`src/rtl/vector_cache_pkg.sv`:
```
// Shared types and sizing for the vector cache write-data-buffer path.
package vector_cache_pkg;

    localparam int unsigned WDB_ENTRY_NUM        = 16;
    localparam int unsigned WDB_IDX_W            = $clog2(WDB_ENTRY_NUM);
    localparam int unsigned WDB_RD_LAT           = 2;
    localparam int unsigned WR_DONE_DELAY        = 4;
    localparam int unsigned TXNID_W              = 8;
    localparam int unsigned MSHR_ENTRY_IDX_WIDTH = 5;

    typedef struct packed {
        logic [WDB_IDX_W-1:0]            db_entry_id;
        logic [TXNID_W-1:0]              txnid;
        logic [MSHR_ENTRY_IDX_WIDTH-1:0] rob_entry_id;
    } wdb_req_t;

    // WDB address carries the same id tuple as the request payload
    typedef wdb_req_t wdb_addr_t;

    typedef enum logic [1:0] {
        ENT_FREE  = 2'd0,
        ENT_ALLOC = 2'd1,
        ENT_FULL  = 2'd2,
        ENT_DRAIN = 2'd3
    } wdb_ent_state_e;

endpackage

```
`src/rtl/wdb_free_list.sv`:
```
// Per-entry WDB lifecycle state and lowest-free entry offer.
// VEC_CACHE_WDB_OCC_CNT_EN adds the non-free occupancy counter.
module wdb_free_list
    import vector_cache_pkg::*;
(
    input  logic                 clk,
    input  logic                 rst,
    input  logic                 alloc_rdy,
    input  logic                 fill_hs,
    input  logic [WDB_IDX_W-1:0] fill_idx,
    input  logic                 drain_hs,
    input  logic [WDB_IDX_W-1:0] drain_idx,
    input  logic                 rel_vld,
    input  logic [WDB_IDX_W-1:0] rel_idx,
    output logic                 alloc_vld,
    output logic [WDB_IDX_W-1:0] alloc_idx
`ifdef VEC_CACHE_WDB_OCC_CNT_EN
    ,
    output logic [WDB_IDX_W:0]   occ
`endif
);

    wdb_ent_state_e state     [WDB_ENTRY_NUM];
    wdb_ent_state_e state_nxt [WDB_ENTRY_NUM];
    logic           alloc_fire;
    logic           rel_fire;

    always_ff @(posedge clk or posedge rst) begin
        if (rst) begin
            for (int i = 0; i < int'(WDB_ENTRY_NUM); i++) state[i] <= ENT_FREE;
        end else begin
            for (int i = 0; i < int'(WDB_ENTRY_NUM); i++) state[i] <= state_nxt[i];
        end
    end

    // Lowest-index free entry wins the offer
    always_comb begin
        alloc_vld = 1'b0;
        alloc_idx = '0;
        for (int i = int'(WDB_ENTRY_NUM) - 1; i >= 0; i--) begin
            if (state[i] == ENT_FREE) begin
                alloc_vld = 1'b1;
                alloc_idx = WDB_IDX_W'(i);
            end
        end
    end

    assign alloc_fire = alloc_vld & alloc_rdy;
    assign rel_fire   = rel_vld & (state[rel_idx] == ENT_DRAIN);

    // Illegal fills/drains leave the entry untouched
    always_comb begin
        for (int i = 0; i < int'(WDB_ENTRY_NUM); i++) state_nxt[i] = state[i];
        if (alloc_fire) state_nxt[alloc_idx] = ENT_ALLOC;
        if (fill_hs && state[fill_idx] == ENT_ALLOC) state_nxt[fill_idx] = ENT_FULL;
        if (drain_hs && state[drain_idx] == ENT_FULL) state_nxt[drain_idx] = ENT_DRAIN;
        if (rel_fire) state_nxt[rel_idx] = ENT_FREE;
    end

`ifdef VEC_CACHE_WDB_OCC_CNT_EN
    always_ff @(posedge clk or posedge rst) begin
        if (rst) begin
            occ <= '0;
        end else if (alloc_fire && !rel_fire) begin
            occ <= occ + 1'b1;
        end else if (rel_fire && !alloc_fire) begin
            occ <= occ - 1'b1;
        end
    end
`endif

    fill_to_alloc_entry: assert property (@(posedge clk) disable iff (rst)
        fill_hs |-> state[fill_idx] == ENT_ALLOC)
        else $error("wdb fill to entry that is not allocated");

    drain_of_full_entry: assert property (@(posedge clk) disable iff (rst)
        drain_hs |-> state[drain_idx] == ENT_FULL)
        else $error("wdb drain of entry that is not full");

endmodule

```
`src/rtl/wdb_agent.sv`:
```
// Write-data-buffer agent: allocates WDB entries, fills them, drains them to the data ram.
// VEC_CACHE_WDB_OCC_CNT_EN exposes wdb_occ (non-free entry count).
module wdb_agent
    import vector_cache_pkg::*;
(
    input  logic                            clk,
    input  logic                            rst,
    output logic                            alloc_vld,
    output logic [WDB_IDX_W-1:0]            alloc_idx,
    input  logic                            alloc_rdy,
    input  logic                            us_wr_vld,
    input  wdb_req_t                        us_wr_pld,
    output logic                            us_wr_rdy,
    input  logic                            dataram_wr_vld,
    input  wdb_req_t                        dataram_wr_pld,
    output logic                            dataram_wr_rdy,
    output logic                            wdb_mem_en,
    output logic                            wdb_wr_en,
    output wdb_addr_t                       wdb_addr,
    output logic                            ram_wr_vld,
    output wdb_req_t                        ram_wr_pld,
    output logic                            wr_done,
    output logic [MSHR_ENTRY_IDX_WIDTH-1:0] wr_done_idx
`ifdef VEC_CACHE_WDB_OCC_CNT_EN
    ,
    output logic [WDB_IDX_W:0]              wdb_occ
`endif
);

    logic                     fill_hs;
    logic                     drain_hs;
    logic [WR_DONE_DELAY-1:0] pipe_vld;
    wdb_req_t                 pipe_pld [WR_DONE_DELAY];

    // Single-ported WDB: fills always win, drains wait for an idle port
    assign us_wr_rdy      = 1'b1;
    assign dataram_wr_rdy = ~us_wr_vld;
    assign fill_hs        = us_wr_vld & us_wr_rdy;
    assign drain_hs       = dataram_wr_vld & dataram_wr_rdy;
    assign wdb_mem_en     = fill_hs | drain_hs;
    assign wdb_wr_en      = fill_hs;

    always_comb begin
        wdb_addr = '0;
        if (fill_hs) begin
            wdb_addr = us_wr_pld;
        end else if (drain_hs) begin
            wdb_addr = dataram_wr_pld;
        end
    end

    // Tracks WDB read latency and the later write-done point for each drain
    always_ff @(posedge clk or posedge rst) begin
        if (rst) begin
            pipe_vld <= '0;
            for (int i = 0; i < int'(WR_DONE_DELAY); i++) pipe_pld[i] <= '0;
        end else begin
            pipe_vld    <= {pipe_vld[WR_DONE_DELAY-2:0], drain_hs};
            pipe_pld[0] <= dataram_wr_pld;
            for (int i = 1; i < int'(WR_DONE_DELAY); i++) pipe_pld[i] <= pipe_pld[i-1];
        end
    end

    assign ram_wr_vld  = pipe_vld[WDB_RD_LAT-1];
    assign ram_wr_pld  = pipe_pld[WDB_RD_LAT-1];
    assign wr_done     = pipe_vld[WR_DONE_DELAY-1];
    assign wr_done_idx = pipe_pld[WR_DONE_DELAY-1].rob_entry_id;

    wdb_free_list u_free_list (
        .clk       (clk),
        .rst       (rst),
        .alloc_rdy (alloc_rdy),
        .fill_hs   (fill_hs),
        .fill_idx  (us_wr_pld.db_entry_id),
        .drain_hs  (drain_hs),
        .drain_idx (dataram_wr_pld.db_entry_id),
        .rel_vld   (ram_wr_vld),
        .rel_idx   (ram_wr_pld.db_entry_id),
        .alloc_vld (alloc_vld),
        .alloc_idx (alloc_idx)
`ifdef VEC_CACHE_WDB_OCC_CNT_EN
        ,
        .occ       (wdb_occ)
`endif
    );

endmodule
```
`config.mk`:
```
export PLATFORM = sky130hd
export DESIGN_NAME = wdb_agent
export DESIGN_NICKNAME = d
export VERILOG_FILES = /design/src/rtl/vector_cache_pkg.sv /design/src/rtl/wdb_free_list.sv /design/src/rtl/wdb_agent.sv
export SDC_FILE = /design/constraint.sdc
export NUM_CORES = 1
export LEC_CHECK = 0
export CORE_MARGIN = 2
export CORE_UTILIZATION = 29
export CTS_BUF_LIST = sky130_fd_sc_hd__clkbuf_8
export DETAILED_ROUTE_END_ITERATION = 10
export PLACE_DENSITY = 0.5
export SLEW_MARGIN = 20
export SYNTH_ARGS = -nofsm -noshare
export SYNTH_HDL_FRONTEND = slang
export SYNTH_SLANG_ARGS = --single-unit
export TNS_END_PERCENT = 20
```
`constraint.sdc`:
```
create_clock -name clk -period 2.9 [get_ports clk]
set_input_delay 0.29 -clock clk [delete_from_list [all_inputs] [get_ports clk]]
set_output_delay 0.29 -clock clk [all_outputs]
set_load 0.01 [all_outputs]
```
==> results of run 1 <==
## cell type report
class                           instances  area [um^2]  area share (%)
Multi-Input combinational cell        245         1612           31.81
Clock buffer                            9        123.9           2.445
Clock inverter                          7        55.05           1.087
Tap cell                              176        220.2           4.347
Timing Repair Buffer                  100        980.9           19.36
Sequential cell                        80         2002           39.52
Inverter                               19        72.57           1.432
## cell usage after synthesis (3+ instances only)
| cell type | n |
|---|---|
| o22ai_1 | 9 |
| clkbuf_1 | 5 |
| inv_1 | 17 |
| a22o_1 | 14 |
| mux4_2 | 3 |
| nor3b_1 | 4 |
| buf_2 | 7 |
| o21ai_0 | 4 |
| or2_2 | 7 |
| a21oi_1 | 12 |
| dfrtp_1 | 80 |
| nand3b_1 | 3 |
| o31ai_1 | 6 |
| a31oi_1 | 6 |
| nand2b_1 | 6 |
| nor2_1 | 41 |
| nand4_1 | 9 |
| and2_1 | 3 |
| mux2i_1 | 4 |
| nor4_1 | 5 |
| buf_4 | 24 |
| o21a_1 | 7 |
| o32a_1 | 4 |
| nor2b_1 | 7 |
| a2bb2oi_1 | 6 |
| nand2_1 | 23 |
| a211oi_1 | 4 |
| o221ai_1 | 4 |
| nor3_1 | 10 |
## metal layers
metal | share of wire [%] | GRT usage, % | vias up
met4 | 3.1 | 7.776 | 0
met5 | 0 | 0 | -
met1 | 44 | 23.71 | 1641
met3 | 8.3 | 4.528 | 34
li1 | - | - | 1537
met2 | 45 | 26.31 | 193
## stage by stage
step | hold WS (ns) | total power, mW | std cells
finish | 0.2761 | 3.902 | 636
global route | 0.3045 | 4.149 | 636
CTS | 0.2692 | 3.901 | 636
detailed placement | 0.3358 | 3.117 | 620
global placement | 0.3320 | 3.103 | 620
floorplan | 0.3214 | 2.487 | 383
## registers in the layout, summed over array words and instances, names as in the netlist
register           count
pipe_vld               4
ram_wr_pld            17
pipe_pld              22
u_free_list.state     32
wr_done_idx            5
## path summary, 6_finish.rpt
kind / from / to / slack, ns / cells past startpoint
worst max-delay path: u_free_list.state[10] / alloc_idx[1] / 0.24 / 5
worst min-delay path: rst / ram_wr_pld[6] / 0.28 / 2
worst max register to register: ram_wr_pld[16] / u_free_list.state[30] / 0.66 / 6
worst min register to register: pipe_pld[64] / ram_wr_pld[13] / 0.35 / 0
max in group asynchronous: rst / ram_wr_pld[8] / 1.97 / 3
min in group clk: pipe_pld[64] / ram_wr_pld[13] / 0.35 / 0
## critical path, delay by kind of cell, from the launching register on
| kind | cells | cell delay [ns] |
|---|---|---|
| DFF | 1 | 0.55 |
| AOI/OAI and AO/OA | 3 | 0.88 |
| buffers and inverters | 2 | 0.57 |
## cell families (layout without fill, tap and decap cells)
kind of cell,Yosys count,in the layout,share of synthesized area [%]
multiplexers,7,7,2.733
flip-flops,80,80,50.84
AO/OA/AOI/OAI,103,103,20.11
other,1,1,0.09524
AND/OR/NAND/NOR,134,134,17.99
buffers and inverters,58,135,8.230
## power by group through the flow
stage,clock network (mW),registers [mW],logic (mW)
after floorplan,0,1.54,0.949
after global placement,0,1.66,1.44
after detailed placement,0,1.66,1.46
after CTS,0.799,1.64,1.46
after global routing,0.854,1.70,1.60
final,0.768,1.66,1.47
==> metrics.log, run 1 <==
INFO  metric crit_path_max_incr_delay = 0.55 ns
INFO  metric first_global_vias = 3351
INFO  metric worst_setup_path_start_kind = register
INFO  metric gr-usage-all-layers = 17.49%
INFO  metric pwr_density_cell = 770.3 mW/mm^2
INFO  metric clkSinkCount = 80
INFO  metric timing.final.crit_period = roughly 2.7 ns
INFO  metric placedInstanceArea = 0.004887 mm^2
INFO  metric cts_buffer_depth = 2
INFO  metric share_seq_of_total_power = 42.7%
INFO  metric drv_slew = 0
INFO  metric count_of_unique_library_cells_instantiated_by_yosys = 66
INFO  metric endpoint_kind = primary output
INFO  metric yosys_register_bits = 80
INFO  metric layout.cell_area.non_filler = between 0.005 and 0.006 mm^2
INFO  metric n_antenna_cell = 0
INFO  metric synthTopCellsByArea = dfrtp_1, buf_4, nor2_1
INFO  metric dp_hpwl = 9.148 mm
INFO  metric wl_per_instance = 19.22 um
INFO  metric drt_iter0_markers = 434
INFO  metric finalWirelength = 12.23 mm
INFO  metric gp_congestion = 0.9200
INFO  metric swShare = 40.06%
INFO  metric initial_antenna_violation_count = 0
INFO  metric synthToLayoutAreaGrowth = 28.66%
INFO  metric fin_nets = ~490
INFO  metric global_route_wire_length_before_repair = 19.03 mm
INFO  metric share_of_the_yosys_chip_area_belonging_to_registers = 50.84%
INFO  metric final_core_util = 38.26%
INFO  metric power.static_leakage = 2.028 nW
INFO  metric maxCapViolations = 0
INFO  metric drt_pre_antenna_iters = 6
INFO  metric routed-via-count = 3405
INFO  metric period_share = 91.62%
INFO  metric post_cts.repair.setup_buffers = 0
INFO  metric final.fill_count = 1302
INFO  metric timing.critical_path.cells = o22ai_1 > o31ai_1 > a21o_1 > inv_2 > clkdlybuf4s50_1
INFO  metric ys.warnings.count = 0
INFO  metric pwr-share-comb = 37.6%
INFO  metric mostFrequentLayoutCells = clkdlybuf4s50_1, dfrtp_1, nor2_1
INFO  metric grt_max_degree = 36
INFO  metric floorplan.rows = 42
INFO  metric core-area = 0.01324 mm^2
INFO  metric io-pin-count = 89
INFO  metric required = about 2.6 ns
INFO  metric timing.final.hold_violations = 0
INFO  metric cp_max_fo = 6
INFO  metric clk-insertion-delay-late = 0.38 ns
INFO  metric worstPathArrival = around 2.4 ns
INFO  metric timing.setup.tns = 0 ns
INFO  metric final_layout_size_suffix_gt1_share = 11.09%
INFO  metric maximum_clock_frequency = between 300 and 400 MHz
INFO  metric critical_path.slowest_cell = dfrtp_1
INFO  metric cts_max_level = 3
INFO  metric cts_made_buffers = 9
INFO  metric cts_repair_resize_count = 0
INFO  metric mapped_cell_area = 0.003938 mm^2
INFO  metric ys_async_sr_fraction = 100.0%
INFO  metric clockRootBuffer = clkbuf_8
INFO  metric number_of_routed_nets_with_antenna_violations = 0
INFO  metric post_synth.cell_area_avg = 10.28 um^2
INFO  metric switchingPower = approximately 1.6 mW
INFO  metric synth_fp_nets = approximately 420
INFO  metric final.setup_skew = 0.01494 ns
INFO  metric rsz0062_at_grt = false
INFO  metric max-vdd-ir-drop = 0.0002903 V
INFO  metric outcome = finished clean
INFO  metric hold_class = input port to async pin
INFO  metric timing_worst_setup_path_type = register to primary output
INFO  metric post_synth_inst_count = between 300 and 400
INFO  metric global_route.overflow_total = 0
INFO  metric timing.max_slew.rel_slack = 60.16%
INFO  metric die-area = roughly 0.015 mm^2
INFO  metric floorplan.initialDensity = between 20% and 30%
INFO  metric routed_via_density = around 5.4
INFO  metric synth_top_flop_cell = dfrtp_1
INFO  metric route.detailed.drc = 0
INFO  metric cts_tree = yes
INFO  metric die_h = 120.5 um
INFO  metric power_frac_clock = 19.7%
INFO  metric synth_edf_count = 0
INFO  metric fin_ws = 0.2429 ns
INFO  metric cts-hold-fix-buffers = 0
INFO  metric power.internal = 2.339 mW
INFO  metric layout_commonest_cell = clkdlybuf4s50_1
INFO  metric synth_top_cell_by_area = dfrtp_1
INFO  metric tightest_slew = 0.5957 ns
INFO  metric pre_cts_slack = between 0.4 and 0.5 ns
INFO  metric setup_viol_count_final = 0
INFO  metric floorplan.die.width = 120.5 um
INFO  metric cts.reportedPaths.clkPinSlew = 0.08 ns
INFO  metric place.port_buffers = 87
INFO  metric post-synth-top-area-fraction = 50.84%
Power figures use the tool's default switching activity.
==> run 2: changes to the inputs <==
- CELL_PAD_IN_SITES_DETAIL_PLACEMENT: default -> 1
- CELL_PAD_IN_SITES_GLOBAL_PLACEMENT: default -> 1
- DONT_BUFFER_PORTS: default -> 1
- PLACE_DENSITY: 0.5 -> 0.51
==> metrics.log, run 2 (synthesized netlist as in run 1, its figures left out) <==
INFO  metric outcome = finished clean
INFO  metric cts.reportedPaths.clkPinSlew = 0.11 ns (+0.03 ns)
INFO  metric dp_hpwl = 8.988 mm (-1.7%)
INFO  metric clk-insertion-delay-late = 0.38 ns (about the same)
INFO  metric gr-usage-all-layers = 18.01% (+0.52 points)
INFO  metric wl_per_instance = 22.24 um (+16%)
INFO  metric power_frac_clock = 25.8% (+6.1 points)
INFO  metric layout_commonest_cell = dfrtp_1
INFO  metric critical_path.slowest_cell = dfrtp_1
INFO  metric tightest_slew = 0.5978 ns (+0.002166 ns)
INFO  metric io-pin-count = 89 (unchanged)
INFO  metric timing.critical_path.cells = or2_1 > a211oi_1 > o21ai_1 > a32o_1
INFO  metric clockRootBuffer = clkbuf_8
INFO  metric timing.setup.tns = 0 ns (unchanged)
INFO  metric share_seq_of_total_power = 43.6% (+0.9 points)
INFO  metric power.total = 3.837 mW (-1.7%)
INFO  metric timing_worst_setup_path_type = register to primary output
INFO  metric initial_antenna_violation_count = 0 (unchanged)
INFO  metric dpl.cell_count = 525 (-15%)
INFO  metric switchingPower = 1.534 mW (-1.9%)
INFO  metric floorplan.die.width = 120.5 um (unchanged)
INFO  metric place.port_buffers = 0 (-100%)
INFO  metric die_h = 120.5 um (unchanged)
INFO  metric required = 2.61 ns (about the same)
INFO  metric maxCapViolations = 0 (unchanged)
INFO  metric critPathTopFamily = compound AO/OA/AOI/OAI gates
INFO  metric cts_tree = yes
INFO  metric route.detailed.drc = 0 (unchanged)
INFO  metric post_cts.repair.setup_buffers = 0 (unchanged)
INFO  metric timing.final.crit_period = 2.195 ns (-0.4622 ns)
INFO  metric gp_congestion = 0.8317 (-9.6%)
INFO  metric routed_via_density = 5.503 (+2.8%)
INFO  metric final.fill_count = 1509 (+16%)
INFO  metric final-seq-area = 0.002002 mm^2 (unchanged)
INFO  metric pwr_density_cell = 877.6 mW/mm^2 (+14%)
INFO  metric worstPathBufferInverterCount = 0 (-2)
INFO  metric reg2reg_to = u_free_list.state[30]
INFO  metric core-area = 0.01324 mm^2 (unchanged)
INFO  metric worstHoldStart = us_wr_vld
INFO  metric cts_repair_resize_count = 0 (unchanged)
INFO  metric final.setup_skew = 0.01853 ns (+0.003597 ns)
INFO  metric mostFrequentLayoutCells = dfrtp_1, nor2_1, nand2_1
INFO  metric top_register = u_free_list.state
INFO  metric drv_slew = 0 (unchanged)
INFO  metric timing.final.hold_violations = 0 (unchanged)
INFO  metric floorplan.rows = 42 (unchanged)
INFO  metric global_route.overflow_total = 0 (unchanged)
INFO  metric number_of_routed_nets_with_antenna_violations = 0 (unchanged)
INFO  metric power.static_leakage = 1.754 nW (-14%)
INFO  metric max-vdd-ir-drop = 0.0003355 V (+16%)
INFO  metric startpoint = u_free_list.state[15]
INFO  metric hold_path_cells = 1
INFO  metric rsz0062_at_grt = false
INFO  metric cts_made_buffers = 9 (unchanged)
INFO  metric global_route_wire_length_before_repair = 19.55 mm (+2.8%)
INFO  metric worst_r2r_startpoint = ram_wr_pld[16]
INFO  metric hold_class = input port to register
INFO  metric pwr-share-comb = 30.6% (-7.0 points)
INFO  metric die-area = 0.01453 mm^2 (unchanged)
INFO  metric cts_buffer_depth = 2 (unchanged)
INFO  metric worst-r2r-cell-count = 6 (unchanged)
INFO  metric n_antenna_cell = 0 (unchanged)
INFO  metric fin_nets = 417 (-16%)
INFO  metric hold_path_end = pipe_vld[0]
INFO  metric cts-hold-fix-buffers = 18 (+18)
INFO  metric maximum_clock_frequency = 455.6 MHz (+21%)
INFO  metric cts_max_level = 3 (unchanged)
INFO  metric power.internal = 2.303 mW (-1.5%)
INFO  metric largest_register_ff_count = 32 (unchanged)
INFO  metric drt_pre_antenna_iters = 4 (-2)
INFO  metric finalWirelength = 12.43 mm (+1.7%)
INFO  metric clkSinkCount = 80 (unchanged)
INFO  metric period_share = 75.69% (-16 points)
INFO  metric timing.max_slew.rel_slack = 59.84% (-0.33 points)
INFO  metric final_layout_size_suffix_gt1_share = 11.49% (+0.40 points)
INFO  metric first_global_vias = 3276 (-2.2%)
INFO  metric rrSetupSlack = 0.72 ns (+0.06 ns)
INFO  metric multiInputGateArea = 0.001614 mm^2 (+0.16%)
INFO  metric cp_max_fo = 8 (+2)
INFO  metric setup_viol_count_final = 0 (unchanged)
INFO  metric drt_iter0_markers = 178 (-59%)
INFO  metric grt_max_degree = 81 (+130%)
INFO  metric worstPathArrival = 1.90 ns (-0.47 ns)
INFO  metric worst_setup_path_start_kind = register
INFO  metric swShare = 39.97% (-0.090 points)
INFO  metric crit_path_max_incr_delay = 0.49 ns (-0.06 ns)
INFO  metric floorplan.initialDensity = 29.73% (unchanged)
INFO  metric synthToLayoutAreaGrowth = 11.03%
INFO  metric fin_cells = 559 (-12%)
INFO  metric endpoint_kind = primary output
INFO  metric routed-via-count = 3076 (-9.7%)
## run 2: cell types whose count changed in the layout (fill, tap and decap cells not counted), moves of 2 or more
cell             delta
buf_4               -8
bufinv_16           +2
clkdlybuf4s50_1    -87
clkinv_2            -2
dlygate4sd3_1      +18
## run 2: worst max path at each step
stage                            end  cells after the start
2_1_floorplan           pipe_pld[17]                      1
3_3_place_gp   u_free_list.state[12]                      5
3_5_place_dp   u_free_list.state[30]                      6
4_1_cts                 alloc_idx[0]                      4
5_1_grt        u_free_list.state[30]                      6
6_report                alloc_idx[0]                      4
## run 2: area by class of cell
class | count | share of cell area, %
Clock buffer | 9 | 2.833
Clock inverter | 7 | 2.490
Inverter | 19 | 1.660
Multi-Input combinational cell | 245 | 36.92
Sequential cell | 80 | 45.79
Tap cell | 176 | 5.037
Timing Repair Buffer | 23 | 5.266
## run 2: power by group through the flow
stage | Sequential, mW | Clock [mW] | Combinational (mW)
2_1_floorplan | 1.54 | 0 | 0.949
3_3_place_gp | 1.68 | 0 | 1.15
3_5_place_dp | 1.69 | 0 | 1.16
4_1_cts | 1.67 | 1.03 | 1.18
5_1_grt | 1.71 | 1.07 | 1.30
6_report | 1.67 | 0.990 | 1.17
## run 2: routing by layer
layer	routed length (um)	track usage [%]	vias to the layer above
met5	0	0	-
met4	272	6.831	0
met3	785	4.340	16
met2	5495	26.94	118
met1	5878	25.19	1569
li1	-	-	1373
## run 2: worst register-to-register path, delay by kind of cell, from the launching register on
| kind | cells | cell delay, ns |
|---|---|---|
| mux | 1 | 0.16 |
| flops | 1 | 0.69 |
| simple gates | 3 | 0.86 |
| compound gates | 2 | 0.36 |
## run 2: per-stage QoR
| stage | utilization, % | setup slack (ns) | cell area (um^2) | hold slack, ns |
|---|---|---|---|---|
| 6_report | 33.01 | 0.7051 | 4372 | 0.02158 |
| 3_3_place_gp | 29.89 | 0.8266 | 3959 | 0.3029 |
| 2_1_floorplan | - | 0.5583 | 3938 | 0.3214 |
| 5_1_grt | 33.01 | 0.4554 | 4372 | 0.01830 |
| 4_1_cts | 33.01 | 0.6895 | 4372 | 0.008110 |
| 3_5_place_dp | 29.89 | 0.7662 | 3959 | 0.3055 |
